<file path="src/rtl/mips_controller.sv">
// Multicycle MIPS control unit.
// Decodes op/funct from the instruction register and steps each instruction
// through fetch, decode, execute, memory and write-back states, driving the
// datapath control inputs and the off-chip memory write strobe.
//
// Ports:
//   clk, reset          clock; asynchronous active-high reset to FETCH
//   op, funct           instruction fields [31:26] and [5:0]
//   zero                ALU zero flag (used by the datapath through pcwritecond)
//   alusrca, alusrcb    ALU operand selects
//   pcwrite, pcwritecond, pcsource   PC update controls
//   memtoreg, regdst, iord           datapath muxes
//   regwrite, irwrite, memwrite      write enables
//   alucontrol          ALU operation
//   illegal             one-cycle flag for an unsupported op/funct in DECODE
//   state               current state encoding
module mips_controller (
    input  logic       clk,
    input  logic       reset,
    input  logic [5:0] op,
    input  logic [5:0] funct,
    input  logic       zero,
    output logic       alusrca,
    output logic [1:0] alusrcb,
    output logic       pcwrite,
    output logic       pcwritecond,
    output logic [1:0] pcsource,
    output logic       memtoreg,
    output logic       regdst,
    output logic       iord,
    output logic       regwrite,
    output logic       irwrite,
    output logic       memwrite,
    output logic [3:0] alucontrol,
    output logic       illegal,
    output logic [3:0] state
);

    typedef enum logic [3:0] {
        StFetch   = 4'd0,
        StDecode  = 4'd1,
        StMemAdr  = 4'd2,
        StMemRd   = 4'd3,
        StMemWb   = 4'd4,
        StMemWr   = 4'd5,
        StRtypeEx = 4'd6,
        StRtypeWb = 4'd7,
        StBeqEx   = 4'd8,
        StAddiEx  = 4'd9,
        StOriEx   = 4'd10,
        StImmWb   = 4'd11,
        StJEx     = 4'd12
    } state_e;

    localparam logic [5:0] OpRtype = 6'b000000;
    localparam logic [5:0] OpLw    = 6'b100011;
    localparam logic [5:0] OpSw    = 6'b101011;
    localparam logic [5:0] OpBeq   = 6'b000100;
    localparam logic [5:0] OpAddi  = 6'b001000;
    localparam logic [5:0] OpOri   = 6'b001101;
    localparam logic [5:0] OpJ     = 6'b000010;

    localparam logic [3:0] AluAnd = 4'b0000;
    localparam logic [3:0] AluOr  = 4'b0001;
    localparam logic [3:0] AluAdd = 4'b0010;
    localparam logic [3:0] AluSub = 4'b0110;
    localparam logic [3:0] AluSlt = 4'b0111;
    localparam logic [3:0] AluNor = 4'b1100;
    localparam logic [3:0] AluSll = 4'b1000;
    localparam logic [3:0] AluSrl = 4'b1001;

    state_e     r_state;
    state_e     w_state_next;
    logic [3:0] w_funct_alu;
    logic       w_funct_ok;
    logic       w_op_ok;

    // R-type funct decode, shared by DECODE (legality) and RTYPEEX (ALU op).
    always_comb begin
        w_funct_alu = AluAdd;
        w_funct_ok  = 1'b1;
        case (funct)
            6'b100000: w_funct_alu = AluAdd;
            6'b100010: w_funct_alu = AluSub;
            6'b100100: w_funct_alu = AluAnd;
            6'b100101: w_funct_alu = AluOr;
            6'b100111: w_funct_alu = AluNor;
            6'b101010: w_funct_alu = AluSlt;
            6'b000000: w_funct_alu = AluSll;
            6'b000010: w_funct_alu = AluSrl;
            default:   w_funct_ok  = 1'b0;
        endcase
    end

    always_comb begin
        case (op)
            OpRtype:                                  w_op_ok = w_funct_ok;
            OpLw, OpSw, OpBeq, OpAddi, OpOri, OpJ:    w_op_ok = 1'b1;
            default:                                  w_op_ok = 1'b0;
        endcase
    end

    // State register
    always_ff @(posedge clk or posedge reset) begin
        if (reset) begin
            r_state <= StFetch;
        end else begin
            r_state <= w_state_next;
        end
    end

    // Next-state logic
    always_comb begin
        w_state_next = StFetch;
        case (r_state)
            StFetch:  w_state_next = StDecode;
            StDecode: begin
                if (w_op_ok) begin
                    case (op)
                        OpLw, OpSw: w_state_next = StMemAdr;
                        OpRtype:    w_state_next = StRtypeEx;
                        OpBeq:      w_state_next = StBeqEx;
                        OpAddi:     w_state_next = StAddiEx;
                        OpOri:      w_state_next = StOriEx;
                        OpJ:        w_state_next = StJEx;
                        default:    w_state_next = StFetch;
                    endcase
                end
            end
            StMemAdr: begin
                if (op == OpLw) begin
                    w_state_next = StMemRd;
                end else if (op == OpSw) begin
                    w_state_next = StMemWr;
                end
            end
            StMemRd:   w_state_next = StMemWb;
            StRtypeEx: w_state_next = StRtypeWb;
            StAddiEx:  w_state_next = StImmWb;
            StOriEx:   w_state_next = StImmWb;
            default:   w_state_next = StFetch;
        endcase
    end

    // Output logic
    always_comb begin
        alusrca     = 1'b0;
        alusrcb     = 2'b00;
        pcwrite     = 1'b0;
        pcwritecond = 1'b0;
        pcsource    = 2'b00;
        memtoreg    = 1'b0;
        regdst      = 1'b0;
        iord        = 1'b0;
        regwrite    = 1'b0;
        irwrite     = 1'b0;
        memwrite    = 1'b0;
        alucontrol  = AluAdd;
        illegal     = 1'b0;
        case (r_state)
            StFetch: begin
                irwrite = 1'b1;
                alusrcb = 2'b01;
                pcwrite = 1'b1;
            end
            StDecode: begin
                // Precompute the branch target into ALUOut.
                alusrcb = 2'b11;
                illegal = ~w_op_ok;
            end
            StMemAdr: begin
                alusrca = 1'b1;
                alusrcb = 2'b10;
            end
            StMemRd: iord = 1'b1;
            StMemWb: begin
                regwrite = 1'b1;
                memtoreg = 1'b1;
            end
            StMemWr: begin
                iord     = 1'b1;
                memwrite = 1'b1;
            end
            StRtypeEx: begin
                alusrca    = 1'b1;
                alucontrol = w_funct_alu;
            end
            StRtypeWb: begin
                regwrite = 1'b1;
                regdst   = 1'b1;
            end
            StBeqEx: begin
                alusrca     = 1'b1;
                alucontrol  = AluSub;
                pcwritecond = 1'b1;
                pcsource    = 2'b01;
            end
            StAddiEx: begin
                alusrca = 1'b1;
                alusrcb = 2'b10;
            end
            StOriEx: begin
                alusrca    = 1'b1;
                alusrcb    = 2'b10;
                alucontrol = AluOr;
            end
            StImmWb: regwrite = 1'b1;
            StJEx: begin
                pcwrite  = 1'b1;
                pcsource = 2'b10;
            end
            default: ;
        endcase
        // Reset masks every strobe, even though the state already reads FETCH.
        if (reset) begin
            pcwrite     = 1'b0;
            pcwritecond = 1'b0;
            irwrite     = 1'b0;
            regwrite    = 1'b0;
            memwrite    = 1'b0;
            illegal     = 1'b0;
        end
    end

    assign state = r_state;

endmodule

</file>
<file path="config.mk">
export PLATFORM = sky130hd
export DESIGN_NAME = mips_controller
export DESIGN_NICKNAME = d
export VERILOG_FILES = /design/src/rtl/mips_controller.sv
export SDC_FILE = /design/constraint.sdc
export NUM_CORES = 1
export LEC_CHECK = 0
export BUFFER_PORTS_ARGS = -buffer_cell sky130_fd_sc_hd__buf_2
export CORE_AREA = 2 2 54 56
export DETAILED_ROUTE_END_ITERATION = 7
export DIE_AREA = 0 0 56 58
export MAX_ROUTING_LAYER = met4
export PLACE_DENSITY = 0.58
export SLEW_MARGIN = 5
export SYNTH_ARGS = -nofsm -noshare
export SYNTH_HDL_FRONTEND = slang
export SYNTH_SLANG_ARGS = --single-unit
</file>
<file path="constraint.sdc">
create_clock -name clk -period 3.6 [get_ports clk]
set_input_delay 0.18 -clock clk [delete_from_list [all_inputs] [get_ports clk]]
set_output_delay 0.18 -clock clk [all_outputs]
set_load 0.01 [all_outputs]
</file>
==> key figures <==
Run status
  • Outcome: finished, final reports clean

Worst setup path
  • Crit. End Element: primary output
  • Reg-to-reg endpoint: state[0]$_DFF_PP0_
  • Crit-path cells: nand2b_1 > nor2_1 > o21ai_0 > a21boi_0 > buf_2
  • Crit Path Max Fanout: 18
  • Crit-path max cell delay: 0.67 ns
  • Critical path class: register to primary output
  • CP required: 3.42 ns
  • Startpoint types: register
  • CP max stage cell: dfrtp_1
  • Worst reg-to-reg path cell count: 4
  • R2R setup slack: 1.88 ns
  • CP arrival: 1.85 ns
  • Worst r2r src: state[1]$_DFF_PP0_

Worst hold path
  • Hold Startpoint: op[5]
  • WHS Endpoint: state[3]$_DFF_PP0_
  • Hold path depth: 4
  • Hold Path Class: primary input to register

Route
  • Number of vias per cell: 5.51
  • Detailed Routing Iterations Pass 1: 4
  • Routed Antenna Nets: 0
  • Starting DRT DRC Count: 19
  • WL final: 2.11 mm
  • Vias: 870
  • Wire per inst: 13.4 um
  • Residual DRC: 0

Place
  • HPWL after DPL: 1.61 mm
  • Dpl ws: 1.83 ns
  • Placed Area: 870 sq um
  • Placer congestion estimate: 0.825
  • Port bufs: 35
  • Placed Cells: 154

Cells and area
  • Layout area overhead: 25.2%
  • Core Util, Final: 0.339
  • Post-route design area: 902 sq um
  • Layout cells sized above 1: 0.378
  • Diode count: 0
  • Largest register FFs: 4
  • Layout Cells excl Fill: 158
  • Final net count: 144

Synth
  • Post-synth EDFFs: 0
  • Netlist Area Pre-Place: 721 sq um
  • Synthesized area per cell: 7.59 sq um
  • Number of synthesized register bits: 4
  • Synth unique cells: 42
  • Seq/Total Area, Yosys: 0.139
  • Syn Nets: 110
  • Primary FF master, synth: dfrtp_1
  • Ys Warns: 0
  • Post-Synthesis Cells: 95
  • Asr flop ratio synth: 1.00

Clocking
  • Clk root buf: clkbuf_4
  • Clock transition at path regs: 0.04 ns
  • CTS Hold Bufs: 1
  • CTS resizes: 0
  • Worst skew pair latency: 0.23 ns
  • Post CTS Setup Buffer Count: 0
  • Clk sinks: 4
  • CTS Buf Count: 3
  • H-tree depth: 1
  • Max Root-Sink Buffers: 2
  • CTS tree: done

STA
  • Peak Freq: 493 MHz
  • Rel. slew slack: 0.640
  • Minimum clock period: 2.03 ns
  • Final TNS setup: 0 ns
  • Hold Fails Final Rpt: 0
  • Final clock skew: 0.000129 ns
  • Endpoints failing setup: 0
  • Setup ws final: 1.57 ns
  • Min Hold Slack: 0.331 ns
  • Fin crit share: 0.564
  • RSZ-0062 raised after global routing: no
  • Worst-margin pin slew: 0.541 ns
  • Slew Limit Fails: 0

Flow run
  • # Max-Cap Violations: 0

Floorplanning
  • Die area: 3250 sq um
  • Die X-Extent: 56 um
  • IO Pins: 37
  • Std cell rows: 19
  • Starting density of the core: 0.271
  • Core area: 2660 sq um
  • Die Ht: 58 um

Global route
  • Initial antenna violation count: 0
  • First-pass GRT wire length: 3.34 mm
  • All-Layer GR Usage: 0.129
  • Vias in the first global route: 748
  • Largest net degree at the start of global routing: 19
  • GRT Residual Overflow: 0

Pwr
  • Peak supply drop: 317 uV
  • Power Density: 422 nW/um^2
  • P_leak: 0.373 nW
  • Design Power: 381 uW
layout by cell type (no fill, tap or decap), types with 2 or more instances in the layout:
cell type / n
nor4_1: 3
xnor2_1: 2
a211oi_2: 2
nand2b_1: 3
inv_1: 2
nor3_1: 7
a21oi_1: 3
nor3b_1: 3
dfrtp_1: 4
clkbuf_4: 3
nand3b_1: 3
a21boi_0: 3
o21ai_0: 5
a31oi_1: 4
nor2b_1: 2
buf_2: 35
o221ai_1: 2
or3_1: 2
nand3_1: 2
nor2_1: 9
nand2_1: 7
routing by layer:
layer / share of wire / up-vias / track usage
li1: - / 430 / -
met1: 0.44 / 401 / 0.163
met2: 0.47 / 37 / 0.205
met3: 0.088 / 2 / 0.0402
met4: 0.0038 / 0 / 0.0272
met5: 0 / - / -
final cells by class:
type                       instances  area (sq um)
fill                             317          1760
multi-input combinational         82           548
timing repair buffer              36           185
sequential                         4           100
tap                               31          38.8
clock buffer                       3          22.5
inverter                           2          7.51
kinds of logic (layout without fill, tap and decap cells):
group / count (synthesis) / in the layout / share of synthesized area
buffers and inverters: 9 / 41 / 0.101
AND/OR/NAND/NOR: 51 / 51 / 0.418
XOR/XNOR: 3 / 3 / 0.0365
AO/OA/AOI/OAI: 28 / 28 / 0.306
flip-flops: 4 / 4 / 0.139
worst max-delay path by stage:
| stage | cells after the start | slack [ns] | from | to |
|---|---|---|---|---|
| 5_1_grt | 5 | 1.41 | state[2]$_DFF_PP0_ | alucontrol[0] |
| 6_report | 5 | 1.57 | state[2]$_DFF_PP0_ | alucontrol[0] |
| 4_1_cts | 5 | 1.61 | state[2]$_DFF_PP0_ | alucontrol[0] |
| 3_3_place_gp | 6 | 1.85 | op[0] | illegal |
| 3_5_place_dp | 6 | 1.83 | op[0] | illegal |
| 2_1_floorplan | 3 | 2.09 | state[0]$_DFF_PP0_ | pcwrite |
worst max-delay path: cells and delay by family, from the launching register on:
| kind | cells | cell delay, ns |
|---|---|---|
| AO/OA/AOI/OAI | 2 | 0.33 |
| buffers and inverters | 1 | 0.17 |
| flip-flops | 1 | 0.67 |
| AND/OR/NAND/NOR | 2 | 0.44 |
Yosys cell counts (all sizes together) (3+ instances only):
cell type,number,share of area
nor2,9,0.047
nor3b,3,0.031
nand2b,3,0.026
a31oi,4,0.035
a21boi,3,0.031
nor3,7,0.049
nor4,3,0.026
a21oi,3,0.021
nand2,7,0.036
nand3b,3,0.031
dfrtp,4,0.14
buf,5,0.078
o21ai,5,0.035
report_power, final:
group / internal (mW) / switching, mW / leakage, nW
clock: 0.0372 / 0.0172 / 0.0138
sequential: 0.0562 / 0.0486 / 0.0531
combinational: 0.102 / 0.119 / 0.307
total: 0.196 / 0.185 / 0.373
(Power assumes the default switching activity.)
